### src/rtl/saber_centroid_tracker.sv
// Saber tip tracker: masked-pixel centroid per frame, sequential divide.
// Optional SMOOTHING_EN: exponential smoothing of the reported tip.
module saber_centroid_tracker #(
  parameter int unsigned MIN_PIXELS  = 16,
  parameter int unsigned H_WIDTH     = 11,
  parameter int unsigned V_WIDTH     = 10,
  parameter int unsigned ALPHA_SHIFT = 2
) (
  input  logic               clk_in,
  input  logic               rst_n_in,
  input  logic [H_WIDTH-1:0] hcount_in,
  input  logic [V_WIDTH-1:0] vcount_in,
  input  logic               valid_in,
  input  logic               mask_in,
  input  logic               nf_in,
  output logic [H_WIDTH:0]   x_out,
  output logic [V_WIDTH:0]   y_out,
  output logic               detected_out,
  output logic               pos_valid_out,
  output logic               busy_out
);

  localparam logic [2:0] S_IDLE  = 3'd0;
  localparam logic [2:0] S_LATCH = 3'd1;
  localparam logic [2:0] S_DIVX  = 3'd2;
  localparam logic [2:0] S_DIVY  = 3'd3;
  localparam logic [2:0] S_UPD   = 3'd4;

  localparam logic [20:0] MIN_C = 21'(MIN_PIXELS);

  logic [31:0] sum_x_q, sum_x_d;
  logic [31:0] sum_y_q, sum_y_d;
  logic [20:0] cnt_q, cnt_d;
  logic [31:0] snap_x_q, snap_x_d;
  logic [31:0] snap_y_q, snap_y_d;
  logic [20:0] snap_c_q, snap_c_d;
  logic [2:0]  state_q, state_d;
  logic [4:0]  step_q, step_d;
  logic [31:0] quo_q, quo_d;
  logic [20:0] rem_q, rem_d;
  logic        det_q, det_d;
  logic [H_WIDTH-1:0] cx_q, cx_d;
  logic [V_WIDTH-1:0] cy_q, cy_d;
  logic [H_WIDTH-1:0] x_q, x_d;
  logic [V_WIDTH-1:0] y_q, y_d;
  logic        detected_q, detected_d;
  logic        pv_q, pv_d;
  logic        busy_q, busy_d;

  logic        pix;
  logic [20:0] cnt_inc;
  logic [31:0] acc_x, acc_y;
  logic [20:0] acc_c;
  logic [21:0] rem_sh;
  logic [21:0] div_ext;
  logic        ge;
  logic [20:0] rem_nx;
  logic [31:0] quo_nx;
  logic [H_WIDTH-1:0] clip_x;
  logic [V_WIDTH-1:0] clip_y;
  logic [H_WIDTH-1:0] x_new;
  logic [V_WIDTH-1:0] y_new;

  assign pix     = valid_in & mask_in;
  assign cnt_inc = (&cnt_q) ? cnt_q : cnt_q + 21'd1;
  assign acc_x   = pix ? sum_x_q + 32'(hcount_in) : sum_x_q;
  assign acc_y   = pix ? sum_y_q + 32'(vcount_in) : sum_y_q;
  assign acc_c   = pix ? cnt_inc : cnt_q;

  // One restoring-division step; the dividend shifts out of quo_q.
  assign rem_sh  = {rem_q, quo_q[31]};
  assign div_ext = {1'b0, snap_c_q};
  assign ge      = rem_sh >= div_ext;
  assign rem_nx  = ge ? 21'(rem_sh - div_ext) : rem_sh[20:0];
  assign quo_nx  = {quo_q[30:0], ge};

  assign clip_x = (|quo_nx[31:H_WIDTH]) ? '1 : quo_nx[H_WIDTH-1:0];
  assign clip_y = (|quo_nx[31:V_WIDTH]) ? '1 : quo_nx[V_WIDTH-1:0];

`ifdef SMOOTHING_EN
  localparam int unsigned XW = H_WIDTH + 2;
  localparam int unsigned YW = V_WIDTH + 2;
  logic signed [XW-1:0] dx, x_sm;
  logic signed [YW-1:0] dy, y_sm;
  assign dx   = $signed({2'b00, cx_q}) - $signed({2'b00, x_q});
  assign x_sm = $signed({2'b00, x_q}) + (dx >>> ALPHA_SHIFT);
  assign dy   = $signed({2'b00, cy_q}) - $signed({2'b00, y_q});
  assign y_sm = $signed({2'b00, y_q}) + (dy >>> ALPHA_SHIFT);
  // After reset or a lost frame there is no history: load directly.
  assign x_new = detected_q ? H_WIDTH'(x_sm) : cx_q;
  assign y_new = detected_q ? V_WIDTH'(y_sm) : cy_q;
`else
  assign x_new = cx_q;
  assign y_new = cy_q;
`endif

  // Accumulation, frame snapshot and divider FSM next-state.
  always_comb begin
    sum_x_d    = acc_x;
    sum_y_d    = acc_y;
    cnt_d      = acc_c;
    snap_x_d   = snap_x_q;
    snap_y_d   = snap_y_q;
    snap_c_d   = snap_c_q;
    state_d    = state_q;
    step_d     = step_q;
    quo_d      = quo_q;
    rem_d      = rem_q;
    det_d      = det_q;
    cx_d       = cx_q;
    cy_d       = cy_q;
    x_d        = x_q;
    y_d        = y_q;
    detected_d = detected_q;
    pv_d       = 1'b0;

    if (nf_in) begin
      snap_x_d = acc_x;
      snap_y_d = acc_y;
      snap_c_d = acc_c;
      sum_x_d  = pix ? 32'(hcount_in) : '0;
      sum_y_d  = pix ? 32'(vcount_in) : '0;
      cnt_d    = pix ? 21'd1 : '0;
    end

    unique case (state_q)
      S_IDLE: begin
      end
      S_LATCH: begin
        if (snap_c_q < MIN_C) begin
          det_d   = 1'b0;
          state_d = S_UPD;
        end else begin
          det_d   = 1'b1;
          quo_d   = snap_x_q;
          rem_d   = '0;
          step_d  = '0;
          state_d = S_DIVX;
        end
      end
      S_DIVX: begin
        quo_d  = quo_nx;
        rem_d  = rem_nx;
        step_d = step_q + 5'd1;
        if (&step_q) begin
          cx_d    = clip_x;
          quo_d   = snap_y_q;
          rem_d   = '0;
          state_d = S_DIVY;
        end
      end
      S_DIVY: begin
        quo_d  = quo_nx;
        rem_d  = rem_nx;
        step_d = step_q + 5'd1;
        if (&step_q) begin
          cy_d    = clip_y;
          state_d = S_UPD;
        end
      end
      S_UPD: begin
        pv_d       = 1'b1;
        detected_d = det_q;
        if (det_q) begin
          x_d = x_new;
          y_d = y_new;
        end
        state_d = S_IDLE;
      end
      default: state_d = S_IDLE;
    endcase

    // A new frame always wins: any in-flight division is dropped.
    if (nf_in) state_d = S_LATCH;
  end

  // Busy stays up through the cycle that carries the result pulse.
  assign busy_d = (state_d != S_IDLE) | pv_d;

  // State registers with synchronous active-low reset.
  always_ff @(posedge clk_in) begin
    if (!rst_n_in) begin
      sum_x_q    <= '0;
      sum_y_q    <= '0;
      cnt_q      <= '0;
      snap_x_q   <= '0;
      snap_y_q   <= '0;
      snap_c_q   <= '0;
      state_q    <= S_IDLE;
      step_q     <= '0;
      quo_q      <= '0;
      rem_q      <= '0;
      det_q      <= 1'b0;
      cx_q       <= '0;
      cy_q       <= '0;
      x_q        <= '0;
      y_q        <= '0;
      detected_q <= 1'b0;
      pv_q       <= 1'b0;
      busy_q     <= 1'b0;
    end else begin
      sum_x_q    <= sum_x_d;
      sum_y_q    <= sum_y_d;
      cnt_q      <= cnt_d;
      snap_x_q   <= snap_x_d;
      snap_y_q   <= snap_y_d;
      snap_c_q   <= snap_c_d;
      state_q    <= state_d;
      step_q     <= step_d;
      quo_q      <= quo_d;
      rem_q      <= rem_d;
      det_q      <= det_d;
      cx_q       <= cx_d;
      cy_q       <= cy_d;
      x_q        <= x_d;
      y_q        <= y_d;
      detected_q <= detected_d;
      pv_q       <= pv_d;
      busy_q     <= busy_d;
    end
  end

  assign x_out         = {1'b0, x_q};
  assign y_out         = {1'b0, y_q};
  assign detected_out  = detected_q;
  assign pos_valid_out = pv_q;
  assign busy_out      = busy_q;

endmodule

### config.mk
export PLATFORM = sky130hd
export DESIGN_NAME = saber_centroid_tracker
export DESIGN_NICKNAME = d
export VERILOG_FILES = /design/src/rtl/saber_centroid_tracker.sv
export SDC_FILE = /design/constraint.sdc
export NUM_CORES = 1
export LEC_CHECK = 0
export BUFFER_PORTS_ARGS = -buffer_cell sky130_fd_sc_hd__buf_2
export CAP_MARGIN = 20
export CORE_MARGIN = 1.5
export CORE_UTILIZATION = 62
export CTS_CLUSTER_DIAMETER = 50
export DETAILED_ROUTE_END_ITERATION = 7
export GPL_TIMING_DRIVEN = 0
export PLACE_DENSITY = 0.8
export SYNTH_ARGS = -nofsm -noshare
export SYNTH_HDL_FRONTEND = slang
export SYNTH_SLANG_ARGS = --single-unit
export TNS_END_PERCENT = 50
### constraint.sdc
create_clock -name clk_in -period 3.3 [get_ports clk_in]
set_input_delay 0.165 -clock clk_in [delete_from_list [all_inputs] [get_ports clk_in]]
set_output_delay 0.165 -clock clk_in [all_outputs]
set_load 0.005 [all_outputs]
==> results of run 1 <==
## sequential cells by signal, indices dropped and copies added, names as in the netlist, 3 cells and up
signal,flops
snap_c_q,21
state_q,3
cnt_q,21
step_q,5
sum_x_q,32
y_q,10
x_q,11
snap_y_q,32
snap_x_q,32
quo_q,32
rem_q,21
cx_q,11
cy_q,10
sum_y_q,32
## how the worst max path moves through the flow
stage                     from      endpoint  slack, ns  cells past startpoint
global placement     quo_q[31]     rem_q[14]       0.44                     12
floorplan            quo_q[31]     rem_q[18]       0.86                     13
global route         quo_q[31]     rem_q[14]       0.20                     12
detailed placement   quo_q[31]     rem_q[14]       0.38                     12
CTS                  quo_q[31]     rem_q[14]       0.35                     12
finish              sum_x_q[0]  snap_x_q[18]       0.36                     10
## routing by layer
metal,GRT usage (%),vias up,share of wire (%)
met4,13.2,0,4.0
met5,0,-,0
li1,-,5839,-
met2,53.3,539,46
met1,42.7,5766,42
met3,5.49,110,8.3
## critical path, stage by stage (launching register included)
cell and delay [ns]:
dfxtp_1 0.34, ha_1 0.17, inv_1 0.06, fa_1 0.39, nor2b_1 0.29, o31ai_1 0.18, a21oi_1 0.30, a31oi_2 0.34
nor4b_1 0.43, xnor2_1 0.20, a21oi_1 0.10
## synth_stat cells, drive strengths merged (4+ instances only)
cell type | n | area share (%)
dfxtp | 277 | 42
xnor2 | 62 | 4.2
nor4 | 10 | 0.53
a311oi | 31 | 2.1
a31oi | 14 | 0.72
and2 | 12 | 0.57
o21bai | 6 | 0.34
nand2b | 10 | 0.48
o221a | 10 | 0.86
inv | 41 | 1.2
o21a | 5 | 0.29
a211o | 4 | 0.27
xor2 | 32 | 2.1
o31ai | 10 | 0.57
o21ai | 108 | 4.2
nand2 | 191 | 5.5
ha | 45 | 4.3
nor3b | 7 | 0.48
a211oi | 25 | 1.4
nor2b | 11 | 0.53
a21boi | 4 | 0.23
a21o | 14 | 0.80
buf | 23 | 1.1
nand3 | 58 | 2.3
nor3 | 35 | 1.4
a21oi | 157 | 6.0
mux2i | 11 | 0.84
and3 | 21 | 1.0
nand4 | 23 | 1.1
and4 | 4 | 0.27
a32oi | 13 | 0.87
or3 | 5 | 0.24
nor2 | 208 | 6.0
clkbuf | 79 | 2.3
## final cells by class
class / count / area share, %
multi-input cells: 1182 / 46.7
clock inverters: 10 / 0.674
well taps: 270 / 2.27
repair buffers: 68 / 3.00
inverters: 41 / 1.04
plain buffers: 102 / 2.95
flip-flops and latches: 277 / 37.3
clock buffers: 45 / 6.05
## power by group
| group | total, uW | leakage, uW | switching [uW] | internal [uW] |
|---|---|---|---|---|
| Combinational | 857 | 0.00278 | 550 | 306 |
| Clock | 3350 | 0.000491 | 1390 | 1970 |
| Sequential | 3500 | 0.00225 | 67.4 | 3440 |
| Total | 7710 | 0.00552 | 2010 | 5710 |
## metrics by stage
step	power, uW	hold slack [ns]	cells
after floorplan	4140	0.274	1602
after global placement	4360	0.379	1919
after detailed placement	4380	0.392	1919
after CTS	7700	0.0568	1995
after global routing	7960	0.153	1995
final	7710	0.0707	1995
## cell families after synthesis
group / synth area share [%]
buffers and inverters: 4.53
XOR/XNOR: 6.30
AND/OR/NAND/NOR: 20.6
other: 0.0287
multiplexers: 0.928
AO/OA/AOI/OAI: 20.4
adder cells (fa/ha/maj): 4.77
flip-flops: 42.4
## repair_timing
item,in CTS,in global routing
setup endpoints to repair,0,0
hold buffers,21,0
endpoints found under the hold margin,21,0
## layout by cell type, fill, tap and decap left out, types with 14 or more instances in the layout
cell type / Yosys / layout
o21ai_0: 102 / 102
ha_1: 45 / 45
a311oi_1: 31 / 31
a21oi_1: 156 / 156
inv_1: 41 / 41
and3_1: 21 / 21
xor2_1: 32 / 32
clkbuf_16: 0 / 31
nand3_1: 57 / 57
buf_2: 8 / 55
xnor2_1: 62 / 62
a21o_1: 14 / 14
nor3_1: 33 / 33
nor2_1: 208 / 208
clkbuf_1: 79 / 86
a211oi_1: 25 / 25
dfxtp_1: 277 / 277
dlygate4sd3_1: 0 / 21
nand4_1: 23 / 23
nand2_1: 191 / 191
==> out/metrics.yaml, run 1 <==
sta:
  setup_viol: 0
  finalClockSkew_ns: 0.00954
  slew_viol_final: 0
  worst_pin_slew_ns: 0.849
  max_slew_margin_pct: 42.9
  rsz0062_at_grt: "false"
  finalCritPeriodShare_pct: 89.2
  final_hold_viol_count: 0
  maxClockFrequency_ghz: 0.340
  finalSetupTns_ns: 0
  min_period_ns: 2.94
  setup_ws_ns: 0.357
worst_hold_path:
  hold_path_end: "snap_c_q[11]"
  hp-start: "nf_in"
  hold_depth: 3
  hold_path_class: "input pin to flip-flop"
global_route:
  antenna_found_initial: 0
  grt_pass1_wl_mm: 57.4
  grt_max_degree: 15
  grt_pass1_vias: 11483
  grt_usage_pct: 32.5
  grt_overflow: 0
worst_setup_path:
  worst_r2r_path_depth: 10
  reg2reg_to: "snap_x_q[18]"
  crit_type: "flip-flop to flip-flop"
  end_kind: "flip-flop"
  cp-start-kind: "flip-flop"
  worst_ep_required_time_ns: 3.71
  r2r_slack_ns: 0.36
  cp_max_fo: 10
  r2r_start: "sum_x_q[0]"
  worstPathArrival_ns: 3.36
final_layout:
  fill_cells: 1582
  fin_util_pct: 72.7
  drive_gt1_share_pct: 8.06
  multi_input_area_um2: 6940
  seqCellArea_um2: 5550
  insertedDiodeCount: 0
  syn_to_final_growth_pct: 13.7
  fin_nets: 1776
  design_area_um2: 14900
floorplan:
  row_count: 52
  start_util_pct: 64.0
  core_um2: 20400
  chipHeight_um: 148
  die_w_um: 148
  die-area_um2: 22000
  ios: 52
yosys:
  synth_seq_cells: 277
  postSynthAreaPerCell_um2: 8.17
  synthFlopType: "dfxtp_1"
  ys_seq_area_share_pct: 42.4
  yosys_warnings: 0
  synth_cells: 1601
  synth_area_um2: 13100
  yosysUniqueCellTypes: 69
  synth_edf_count: 0
  synthArstFlopShare_pct: 0
status:
  outcome: "finished clean"
route:
  drc: 0
  wirelength_mm: 35.8
  ant_nets: 0
  dr.pass1.iters: 5
  viasPerCell: 6.14
  num_vias: 12254
  post_drt_wl_per_cell_um: 18.0
  drtIter0Drc: 1025
clock_network:
  cts_root_buf: "clkbuf_16"
  cts.path.max_buffers: 3
  cts_tree: "yes"
  post_cts_buffers: 0
  clk_pin_slew_ns: 0.06
  numCtsBuffers: 30
  htree_num_levels: 1
  post_cts_resized: 0
  clk_latency_ns: 0.56
  clkSinkCount: 277
job:
  drv_cap: 0
placed_design:
  place_area_um2: 13700
  gp_congestion: 0.943
  preCtsSetupSlack_ns: 0.377
  portBuffers: 47
  dp.final_hpwl_mm: 25.8
power_and_ir_drop:
  p_leak_uw: 0.00552
  p_per_area_nw_per_um2: 519
  ir_drop_uv: 463
(Power assumes the default switching activity.)
==> inputs of run 2 (changes only) <==
CORE_UTILIZATION = 60   (was 62)
PLACE_DENSITY = 0.78   (was 0.8)
==> run 2 against run 1 <==
Effect of this change:
- core utilization fell by 1.8 points
- non-clock buffer count did not move
- sequential share of layout area fell by 0.47 points
==> out/metrics.yaml, run 2 (synthesized netlist as in run 1, its figures left out) <==
status:
  outcome: "finished clean"
final_layout:
  drive_gt1_share_pct: 8.60  # +0.54 points
  design_area_um2: 15100  # +1.3%
  insertedDiodeCount: 0  # unchanged
  layout_common_cells: "dfxtp_1, nor2_1, nand2_1, a21oi_1, o21ai_0"
  final_common_cell: "dfxtp_1"
  fin_nets: 1781  # +0.28%
  syn_to_final_growth_pct: 15.1
power_and_ir_drop:
  p_int_uw: 6110  # +7.0%
  p_sw_uw: 2150  # +7.4%
  power.share.clock_pct: 47.2  # +3.7 points
  p_comb_share_pct: 10.4  # -0.7 points
  sw_frac_of_total_pct: 26.1  # +0.058 points
  seqPwrFrac_pct: 42.4  # -3.0 points
  p_per_area_nw_per_um2: 549  # +5.8%
  ir_drop_uv: 443  # -4.4%
  p_leak_uw: 0.00561  # +1.6%
sta:
  rsz0062_at_grt: "false"
  slew_viol_final: 0  # unchanged
  finalSetupTns_ns: 0  # unchanged
  setup_viol: 0  # unchanged
  final_hold_viol_count: 0  # unchanged
  min_period_ns: 2.93  # -0.0167 ns
  holdWs_ns: 0.106  # +0.0354 ns
  finalClockSkew_ns: 0.0166  # +0.00705 ns
  worst_pin_slew_ns: 0.817  # -0.0311 ns
  maxClockFrequency_ghz: 0.342  # +0.57%
  finalCritPeriodShare_pct: 88.7  # -0.51 points
  max_slew_margin_pct: 45.5  # +2.6 points
floorplan:
  chipHeight_um: 151  # +1.6%
  start_util_pct: 61.6  # -2.4 points
  ios: 52  # unchanged
  die_w_um: 151  # +1.6%
  row_count: 53  # +1.9%
  die-area_um2: 22700  # +3.3%
  core_um2: 21200  # +3.9%
worst_setup_path:
  end_kind: "flip-flop"
  r2r_start: "quo_q[31]"
  worst_ep_required_time_ns: 3.70  # about the same
  crit_type: "flip-flop to flip-flop"
  worst_r2r_path_depth: 12  # +2
  reg2reg_to: "rem_q[14]"
  cp-start-kind: "flip-flop"
  cp_max_fo: 10  # unchanged
  critPathCapture: "rem_q[14]"
  worstPathArrival_ns: 3.33  # -0.03 ns
  r2r_slack_ns: 0.37  # +0.02 ns
  startpoint: "quo_q[31]"
route:
  drtIter0Drc: 1024  # -0.098%
  dr.pass1.iters: 5  # unchanged
  drc: 0  # unchanged
  num_vias: 12168  # -0.70%
  viasPerCell: 6.06  # -1.3%
  wirelength_mm: 36.2  # +0.96%
  post_drt_wl_per_cell_um: 18.0  # +0.36%
  ant_nets: 0  # unchanged
worst_hold_path:
  hold_path_class: "input pin to flip-flop"
  hold_depth: 3  # unchanged
global_route:
  antenna_found_initial: 0  # unchanged
  grt_pass1_wl_mm: 57.5  # +0.19%
  grt_max_degree: 15  # unchanged
  grt_usage_pct: 32.0  # -0.50 points
  grt_pass1_vias: 11506  # +0.20%
  grt_overflow: 0  # unchanged
clock_network:
  numCtsBuffers: 35  # +17%
  post_cts_resized: 0  # unchanged
  clk_pin_slew_ns: 0.06  # about the same
  post_cts_buffers: 0  # unchanged
  cts_tree: "yes"
  clk_latency_ns: 0.52  # -0.04 ns
  holdBufCountCts: 21  # unchanged
  cts.path.max_buffers: 3  # unchanged
  cts_root_buf: "clkbuf_16"
  clkSinkCount: 277  # unchanged
  htree_num_levels: 2  # +1
job:
  drv_cap: 0  # unchanged
placed_design:
  gp_congestion: 0.937  # -0.65%
  portBuffers: 47  # unchanged
  dp.final_hpwl_mm: 25.9  # about the same
  place_area_um2: 13700  # about the same
run 2: cell count changes in the layout (fill, tap and decap cells not counted), sizes merged:
cell      previous run  this run
clkbuf             124       120
clkinv               5         9
bufinv               1         4
inv                 44        47
clkinvlp             1         2
run 2: worst min-delay path by stage:
stage | end | start
final | snap_c_q[11] | nf_in
after floorplan | sum_x_q[2] | hcount_in[2]
after CTS | snap_c_q[11] | nf_in
after detailed placement | sum_x_q[9] | hcount_in[9]
after global placement | sum_x_q[2] | hcount_in[2]
after global routing | snap_c_q[5] | nf_in
run 2: worst max-delay path: stages, from the launching register on:
cell	delay [ns]
dfxtp_1	0.33
inv_1	0.08
ha_1	0.17
inv_1	0.06
fa_1	0.41
a21o_1	0.21
a221oi_2	0.38
o21ai_2	0.17
o2111ai_2	0.22
nand3_1	0.29
buf_2	0.30
nand3_1	0.10
nand3_1	0.08
run 2: area by class of cell:
cell class	instances	area [um^2]
Timing Repair Buffer	68	445
Clock buffer	41	930
Buffer	102	438
Multi-Input combinational cell	1182	6940
Fill cell	1678	6170
Inverter	41	154
Sequential cell	277	5550
Tap cell	275	344
Clock inverter	21	254
run 2: power by group through the flow:
stage	Combinational [uW]	Sequential, uW	Clock [uW]
detailed placement	813	3570	0
global route	936	3510	4080
CTS	840	3500	3920
finish	860	3510	3900
global placement	797	3570	0
floorplan	590	3550	0
run 2: stage by stage:
step	instances	total power, uW	utilization [%]	setup slack (ns)
after floorplan	1602	4140	-	0.855
after global placement	1924	4370	64.4	0.424
after detailed placement	1924	4390	64.4	0.398
after CTS	2007	8260	70.9	0.375
after global routing	2007	8530	70.9	0.210
final	2007	8260	70.9	0.374
run 2: routing by layer:
metal	wire, um	GRT usage, %	up-vias
li1	-	-	5884
met1	15700	42.2	5657
met2	16300	51.9	525
met3	2710	5.06	102
met4	1460	13.7	0
met5	0	0	-
